--- src/rtl/spi_arb_pkg.sv ---
// Shared types and sizing helpers for the SPI master arbiter.
package spi_arb_pkg;

   typedef enum logic [2:0] {
      IDLE,
      SETUP,
      ISSUE,
      WAIT_BUSY,
      WAIT_DONE,
      NEXT,
      HOLD
   } arb_state_t;

   localparam int DEF_NUM_REQ     = 4;
   localparam int DEF_DATA_WIDTH  = 8;
   localparam int DEF_CS_SETUP    = 4;
   localparam int DEF_CS_HOLD     = 4;
   localparam int DEF_GAP_TIMEOUT = 255;

   // Width of a counter that runs 0 .. max_count-1.
   function automatic int cnt_width(input int max_count);
      return (max_count < 2) ? 1 : $clog2(max_count);
   endfunction

endpackage

--- src/rtl/spi_rr_pick.sv ---
// Combinational round-robin picker: first request strictly after i_ptr, wrapping.
module spi_rr_pick #(
   parameter  int NUM_REQ = 4,
   localparam int IDX_W   = $clog2(NUM_REQ)
) (
   input  logic [NUM_REQ-1:0] i_req,
   input  logic [IDX_W-1:0]   i_ptr,
   output logic [IDX_W-1:0]   o_grant,
   output logic               o_any
);

   int idx;

   always_comb begin
      // NOTE: every output gets a default before the loop so no path holds a stale value (no latch).
      o_grant = '0;
      o_any   = 1'b0;
      idx     = 0;
      // Walk from farthest to nearest so the nearest hit is the last write.
      for (int k = NUM_REQ; k >= 1; k--) begin
         idx = int'(i_ptr) + k;
         if (idx >= NUM_REQ) idx = idx - NUM_REQ;
         if (i_req[idx]) begin
            o_grant = IDX_W'(idx);
            o_any   = 1'b1;
         end
      end
   end

endmodule

--- src/rtl/spi_master_arbiter.sv ---
// Shares one SPI byte engine among NUM_REQ clients: round-robin per burst,
// per-client chip select with setup/hold sequencing and inter-byte gap timeout.
module spi_master_arbiter
   import spi_arb_pkg::*;
#(
   parameter  int NUM_REQ     = DEF_NUM_REQ,
   parameter  int DATA_WIDTH  = DEF_DATA_WIDTH,
   parameter  int CS_SETUP    = DEF_CS_SETUP,
   parameter  int CS_HOLD     = DEF_CS_HOLD,
   parameter  int GAP_TIMEOUT = DEF_GAP_TIMEOUT,
   localparam int IDX_W       = $clog2(NUM_REQ)
) (
   input  logic                          sysclk,
   input  logic                          rst,
   input  logic [NUM_REQ-1:0]            req_valid,
   input  logic [NUM_REQ-1:0]            req_last,
   input  logic [NUM_REQ*DATA_WIDTH-1:0] req_data,
   output logic [NUM_REQ-1:0]            req_ready,
   output logic [NUM_REQ-1:0]            rsp_valid,
   output logic [DATA_WIDTH-1:0]         rsp_data,
   output logic [NUM_REQ-1:0]            cs_n,
   output logic                          spi_req,
   output logic [DATA_WIDTH-1:0]         spi_tx_data,
   input  logic                          spi_busy,
   input  logic                          spi_rx_valid,
   input  logic [DATA_WIDTH-1:0]         spi_rx_data,
   output logic [IDX_W-1:0]              grant_idx,
   output logic                          arb_busy,
   output logic                          timeout_err
);

   localparam int CNT_MAX0 = (CS_SETUP > CS_HOLD) ? CS_SETUP : CS_HOLD;
   localparam int CNT_MAX  = (CNT_MAX0 > GAP_TIMEOUT) ? CNT_MAX0 : GAP_TIMEOUT;
   localparam int CNT_W    = cnt_width(CNT_MAX);

   arb_state_t              r_state;
   logic [IDX_W-1:0]        r_ptr;
   logic [IDX_W-1:0]        r_grant;
   logic [NUM_REQ-1:0]      r_cs_n;
   logic [NUM_REQ-1:0]      r_req_ready;
   logic [NUM_REQ-1:0]      r_rsp_valid;
   logic [DATA_WIDTH-1:0]   r_rsp_data;
   logic                    r_spi_req;
   logic [DATA_WIDTH-1:0]   r_tx_data;
   logic                    r_last;
   logic [CNT_W-1:0]        r_cnt;
   logic                    r_timeout;
   logic                    r_arb_busy;

   logic [IDX_W-1:0]        w_pick;
   logic                    w_any;
   logic [NUM_REQ-1:0]      w_grant_1h;
   logic                    w_grant_valid;
   logic                    w_grant_last;
   logic [DATA_WIDTH-1:0]   w_grant_data;

   spi_rr_pick #(.NUM_REQ(NUM_REQ)) u_pick (
      .i_req   (req_valid),
      .i_ptr   (r_ptr),
      .o_grant (w_pick),
      .o_any   (w_any)
   );

   assign w_grant_1h    = NUM_REQ'(1) << r_grant;
   assign w_grant_valid = req_valid[r_grant];
   assign w_grant_last  = req_last[r_grant];
   assign w_grant_data  = req_data[r_grant*DATA_WIDTH +: DATA_WIDTH];

   // NOTE: non-blocking assignments so every register sees pre-edge values of the others.
   always_ff @(posedge sysclk) begin
      if (rst) begin
         r_state     <= IDLE;
         r_ptr       <= IDX_W'(NUM_REQ - 1);
         r_grant     <= '0;
         r_cs_n      <= '1;
         r_req_ready <= '0;
         r_rsp_valid <= '0;
         r_rsp_data  <= '0;
         r_spi_req   <= 1'b0;
         r_tx_data   <= '0;
         r_last      <= 1'b0;
         r_cnt       <= '0;
         r_timeout   <= 1'b0;
         r_arb_busy  <= 1'b0;
      end else begin
         r_req_ready <= '0;
         r_rsp_valid <= '0;
         r_spi_req   <= 1'b0;
         r_timeout   <= 1'b0;
         case (r_state)
            IDLE: if (w_any) begin
               r_grant    <= w_pick;
               r_cs_n     <= ~(NUM_REQ'(1) << w_pick);
               r_cnt      <= '0;
               r_arb_busy <= 1'b1;
               r_state    <= SETUP;
            end
            SETUP: if (r_cnt == CNT_W'(CS_SETUP - 1)) begin
               r_cnt <= '0;
               if (w_grant_valid) begin
                  r_req_ready <= w_grant_1h;
                  r_spi_req   <= 1'b1;
                  r_tx_data   <= w_grant_data;
                  r_last      <= w_grant_last;
                  r_state     <= ISSUE;
               end else begin
                  r_state <= NEXT;
               end
            end else begin
               r_cnt <= r_cnt + 1'b1;
            end
            ISSUE:     r_state <= WAIT_BUSY;
            WAIT_BUSY: if (spi_busy) r_state <= WAIT_DONE;
            WAIT_DONE: if (spi_rx_valid) begin
               r_rsp_valid <= w_grant_1h;
               r_rsp_data  <= spi_rx_data;
               r_cnt       <= '0;
               r_state     <= r_last ? HOLD : NEXT;
            end
            // Locked to the granted client; other requests wait for HOLD to finish.
            NEXT: if (w_grant_valid && !spi_busy) begin
               r_req_ready <= w_grant_1h;
               r_spi_req   <= 1'b1;
               r_tx_data   <= w_grant_data;
               r_last      <= w_grant_last;
               r_cnt       <= '0;
               r_state     <= ISSUE;
            end else if (r_cnt == CNT_W'(GAP_TIMEOUT - 1)) begin
               r_timeout <= 1'b1;
               r_cnt     <= '0;
               r_state   <= HOLD;
            end else begin
               r_cnt <= r_cnt + 1'b1;
            end
            HOLD: if (r_cnt == CNT_W'(CS_HOLD - 1)) begin
               r_cs_n     <= '1;
               r_ptr      <= r_grant;
               r_arb_busy <= 1'b0;
               r_state    <= IDLE;
            end else begin
               r_cnt <= r_cnt + 1'b1;
            end
            default: r_state <= IDLE;
         endcase
      end
   end

   assign req_ready   = r_req_ready;
   assign rsp_valid   = r_rsp_valid;
   assign rsp_data    = r_rsp_data;
   assign cs_n        = r_cs_n;
   assign spi_req     = r_spi_req;
   assign spi_tx_data = r_tx_data;
   assign grant_idx   = r_grant;
   assign arb_busy    = r_arb_busy;
   assign timeout_err = r_timeout;

endmodule
--- config.mk ---
export PLATFORM = sky130hd
export DESIGN_NAME = spi_master_arbiter
export DESIGN_NICKNAME = d
export VERILOG_FILES = /design/src/rtl/spi_arb_pkg.sv /design/src/rtl/spi_rr_pick.sv /design/src/rtl/spi_master_arbiter.sv
export SDC_FILE = /design/constraint.sdc
export NUM_CORES = 1
export LEC_CHECK = 0
export BUFFER_PORTS_ARGS = -buffer_cell sky130_fd_sc_hd__buf_2
export CAP_MARGIN = 20
export CORE_MARGIN = 3
export CORE_UTILIZATION = 40
export CTS_CLUSTER_SIZE = 10
export DETAILED_ROUTE_END_ITERATION = 10
export PLACE_DENSITY_LB_ADDON = 0.05
export SETUP_SLACK_MARGIN = 0.02
export SLEW_MARGIN = 15
export SYNTH_ARGS = -nofsm -noshare
export SYNTH_HDL_FRONTEND = slang
export SYNTH_SLANG_ARGS = --single-unit
--- constraint.sdc ---
create_clock -name sysclk -period 2.7 [get_ports sysclk]
set_clock_uncertainty 0.1 [all_clocks]
set_input_delay 0.135 -clock sysclk [delete_from_list [all_inputs] [get_ports sysclk]]
set_output_delay 0.135 -clock sysclk [all_outputs]
set_load 0.1 [all_outputs]
==> flow_metrics.py <==
metrics = {
    "power_and_ir_drop": {
        "power.density_nw_per_um2": 830,
        "leakage_nw": 1.30,
        "finalPower_mw": 2.52,
        "ir_drop_v": 0.000541,
    },
    "worst_setup_path": {
        "path_cells": "ha_1, or4b_1, o21ba_2, nor2_1, o21bai_1, a21oi_1",
        "arrival_ns": 2.56,
        "cp-start-kind": "register",
        "worst_path_largest_cell_delay_ns": 0.61,
        "crit_fanout": 7,
        "timing_worst_setup_path_type": "reg -> reg",
        "required_ns": 2.82,
        "slowest_stage": "or4b_1",
        "critPathTopFamily": "simple AND/OR/NAND/NOR gates",
        "path_buf_inv": 0,
        "end_kind": "register",
    },
    "yosys": {
        "synth.top_cells.by_area": "dfxtp_1, mux4_2, mux2i_1",
        "synth_seq_cells": 47,
        "synth.cell_area_um2": 2370,
        "yosys.cell_types.count": 52,
        "synth_cells": 252,
        "syn_nets": 306,
        "async_reset_ff_share_pct": 0,
        "avgSynthCellArea_um2": 9.41,
        "synth_top_area_share_pct": 39.7,
        "synth_flop_cell": "dfxtp_1",
        "yosysWarningCount": 0,
        "ys_seq_area_share_pct": 39.7,
        "synth_area_leader_cell": "dfxtp_1",
        "synth_edf_count": 0,
    },
    "place": {
        "place.port_buffers": 84,
        "gp_congestion": 0.786,
        "dp_hpwl_um": 4150,
    },
    "cts": {
        "clock_sinks": 47,
        "cts_made_buffers": 5,
        "cts_root_buffer": "clkbuf_8",
        "tritoncts": "done",
        "cts_max_level": 2,
        "cts.clk_slew.worst_paths_ns": 0.09,
        "post_cts_resized": 0,
        "clkLatencyLatePin_ns": 0.30,
        "clockBufferDepth": 2,
    },
    "route": {
        "vias": 2159,
        "drcViolationCount": 0,
        "ant_nets": 0,
        "drtIter0Drc": 82,
        "firstDrtPassIters": 6,
        "wl_um": 5730,
        "wl_per_cell_um": 13.8,
        "viasPerCell": 5.20,
    },
    "sta": {
        "finalSetupViolations": 0,
        "fin_crit_sh_pct": 90.4,
        "holdWs_ns": 0.176,
        "worst_slew_pin_slew_ns": 0.716,
        "rsz0062_at_grt": "no",
        "finalHoldViolCount": 0,
        "max-slew-margin-rel_pct": 52.3,
        "maxSlewViolCount": 0,
        "final.setup.tns_ns": 0,
        "min_period_ns": 2.44,
        "fmax_ghz": 0.410,
    },
    "status": {
        "status": "completed",
    },
    "global_route": {
        "grt_pass1_vias": 2209,
        "grt_pass1_wl_um": 10200,
        "grt_max_degree": 42,
        "antenna_found_initial": 0,
        "gr-total-overflow": 0,
        "grt_use_total_pct": 17.3,
    },
    "job": {
        "maxCapViolCount": 0,
    },
    "min_path": {
        "min_path_type": "in -> reg",
    },
    "floorplan": {
        "rows": 27,
        "die_w_um": 83.0,
        "die_h_um": 83.0,
        "core_area_um2": 5610,
        "start_util_pct": 42.3,
        "ioPinCount": 85,
        "dieArea_um2": 6890,
    },
    "finish": {
        "layout-drive-gt1-share_pct": 35.9,
        "area_growth_pct": 28.1,
        "postLayoutCoreUtil_pct": 54.2,
        "diodes": 0,
        "nNetsFinal": 396,
    },
}
-- Yosys cell counts, drive strengths merged, types with 5 or more instances --
cell	count
o21ai	6
nor2b	7
nand2b	8
mux4	9
mux2i	13
xor2	5
dfxtp	47
a21oi	17
nor2	24
nor3	13
clkbuf	10
nand2	22
buf	7
-- kinds of logic after synthesis --
logic type               synth area share, %
XOR/XNOR                                1.85
multiplexers                            14.5
adder cells (fa/ha/maj)                 1.05
buffers and inverters                   3.32
AO/OA/AOI/OAI                           16.5
AND/OR/NAND/NOR                         23.2
flip-flops                              39.7
-- repair_timing --
| action | CTS | global route |
|---|---|---|
| hold buffers | 8 | 0 |
| setup buffers | 0 | 0 |
| hold endpoints to repair | 8 | 0 |
-- final timing paths --
path	start	cells past startpoint	to	slack, ns
setup reg to reg	r_cnt[0]	6	r_cnt[7]	0.26
setup / recovery	r_cnt[0]	6	r_cnt[7]	0.26
hold / removal	req_data[4]	4	spi_tx_data[4]	0.18
hold reg to reg	rsp_data[4]	2	rsp_data[4]	0.35
-- sequential cells by signal, summed over array words and instances (netlist names) --
register,cells
timeout_err,1
r_state,3
r_ptr,2
rsp_valid,4
arb_busy,1
r_cnt,8
r_last,1
grant_idx,2
cs_n,4
spi_req,1
rsp_data,8
req_ready,4
spi_tx_data,8
-- where the power goes --
group,switching (mW),total (mW),internal (mW)
clock network,0.243,0.425,0.183
registers,0.0971,0.867,0.770
logic,0.807,1.23,0.423
total,1.15,2.52,1.38
-- area by class of cell --
class	instances	area, um2
clock buffers	5	68.8
clock inverters	3	18.8
fillers	569	2570
inverters	2	7.51
multi-input cells	186	1350
flip-flops and latches	47	941
well taps	72	90.1
repair buffers	100	561
-- layer usage --
metal / share of wire (%) / global-route usage (%) / up-vias
met1: 45 / 21.9 / 1008
met5: 0 / 0 / -
met2: 50 / 30.5 / 44
met4: 0.63 / 3.57 / 0
li1: - / - / 1103
met3: 4.4 / 3.67 / 4
-- layout by cell type, fill, tap and decap left out, types with 3 or more instances in the layout --
master         instances
mux2i_1               13
dfxtp_1               47
buf_4                  8
nor4_1                 3
nor3_1                11
clkbuf_8               5
o31ai_1                3
nor2b_1                7
or2_2                  4
o2111ai_1              3
or3_1                  3
nand2_1               22
a211oi_1               3
xor2_1                 5
buf_2                 84
nand3b_1               3
o21ai_0                5
o211ai_1               4
a21oi_1               17
mux4_2                 9
dlygate4sd3_1          8
nand2b_1               8
nor3b_1                3
nor2_1                24
o21bai_1               3
-- stage by stage --
step / instances / instance area (um2) / setup WS (ns)
final: 415 / 3040 / 0.258
after global routing: 415 / 3040 / 0.0279
after CTS: 415 / 3040 / 0.255
after detailed placement: 399 / 2870 / 0.282
after global placement: 399 / 2870 / 0.292
after floorplan: 252 / 2370 / 0.0472
-- worst register-to-register path, cell delays in order (launching register included) --
cell and delay, ns:
dfxtp_1 0.42, ha_1 0.23, or4b_1 0.61, o21ba_2 0.32, nor2_1 0.27, o21bai_1 0.23, a21oi_1 0.18
Power figures use the tool's default switching activity.
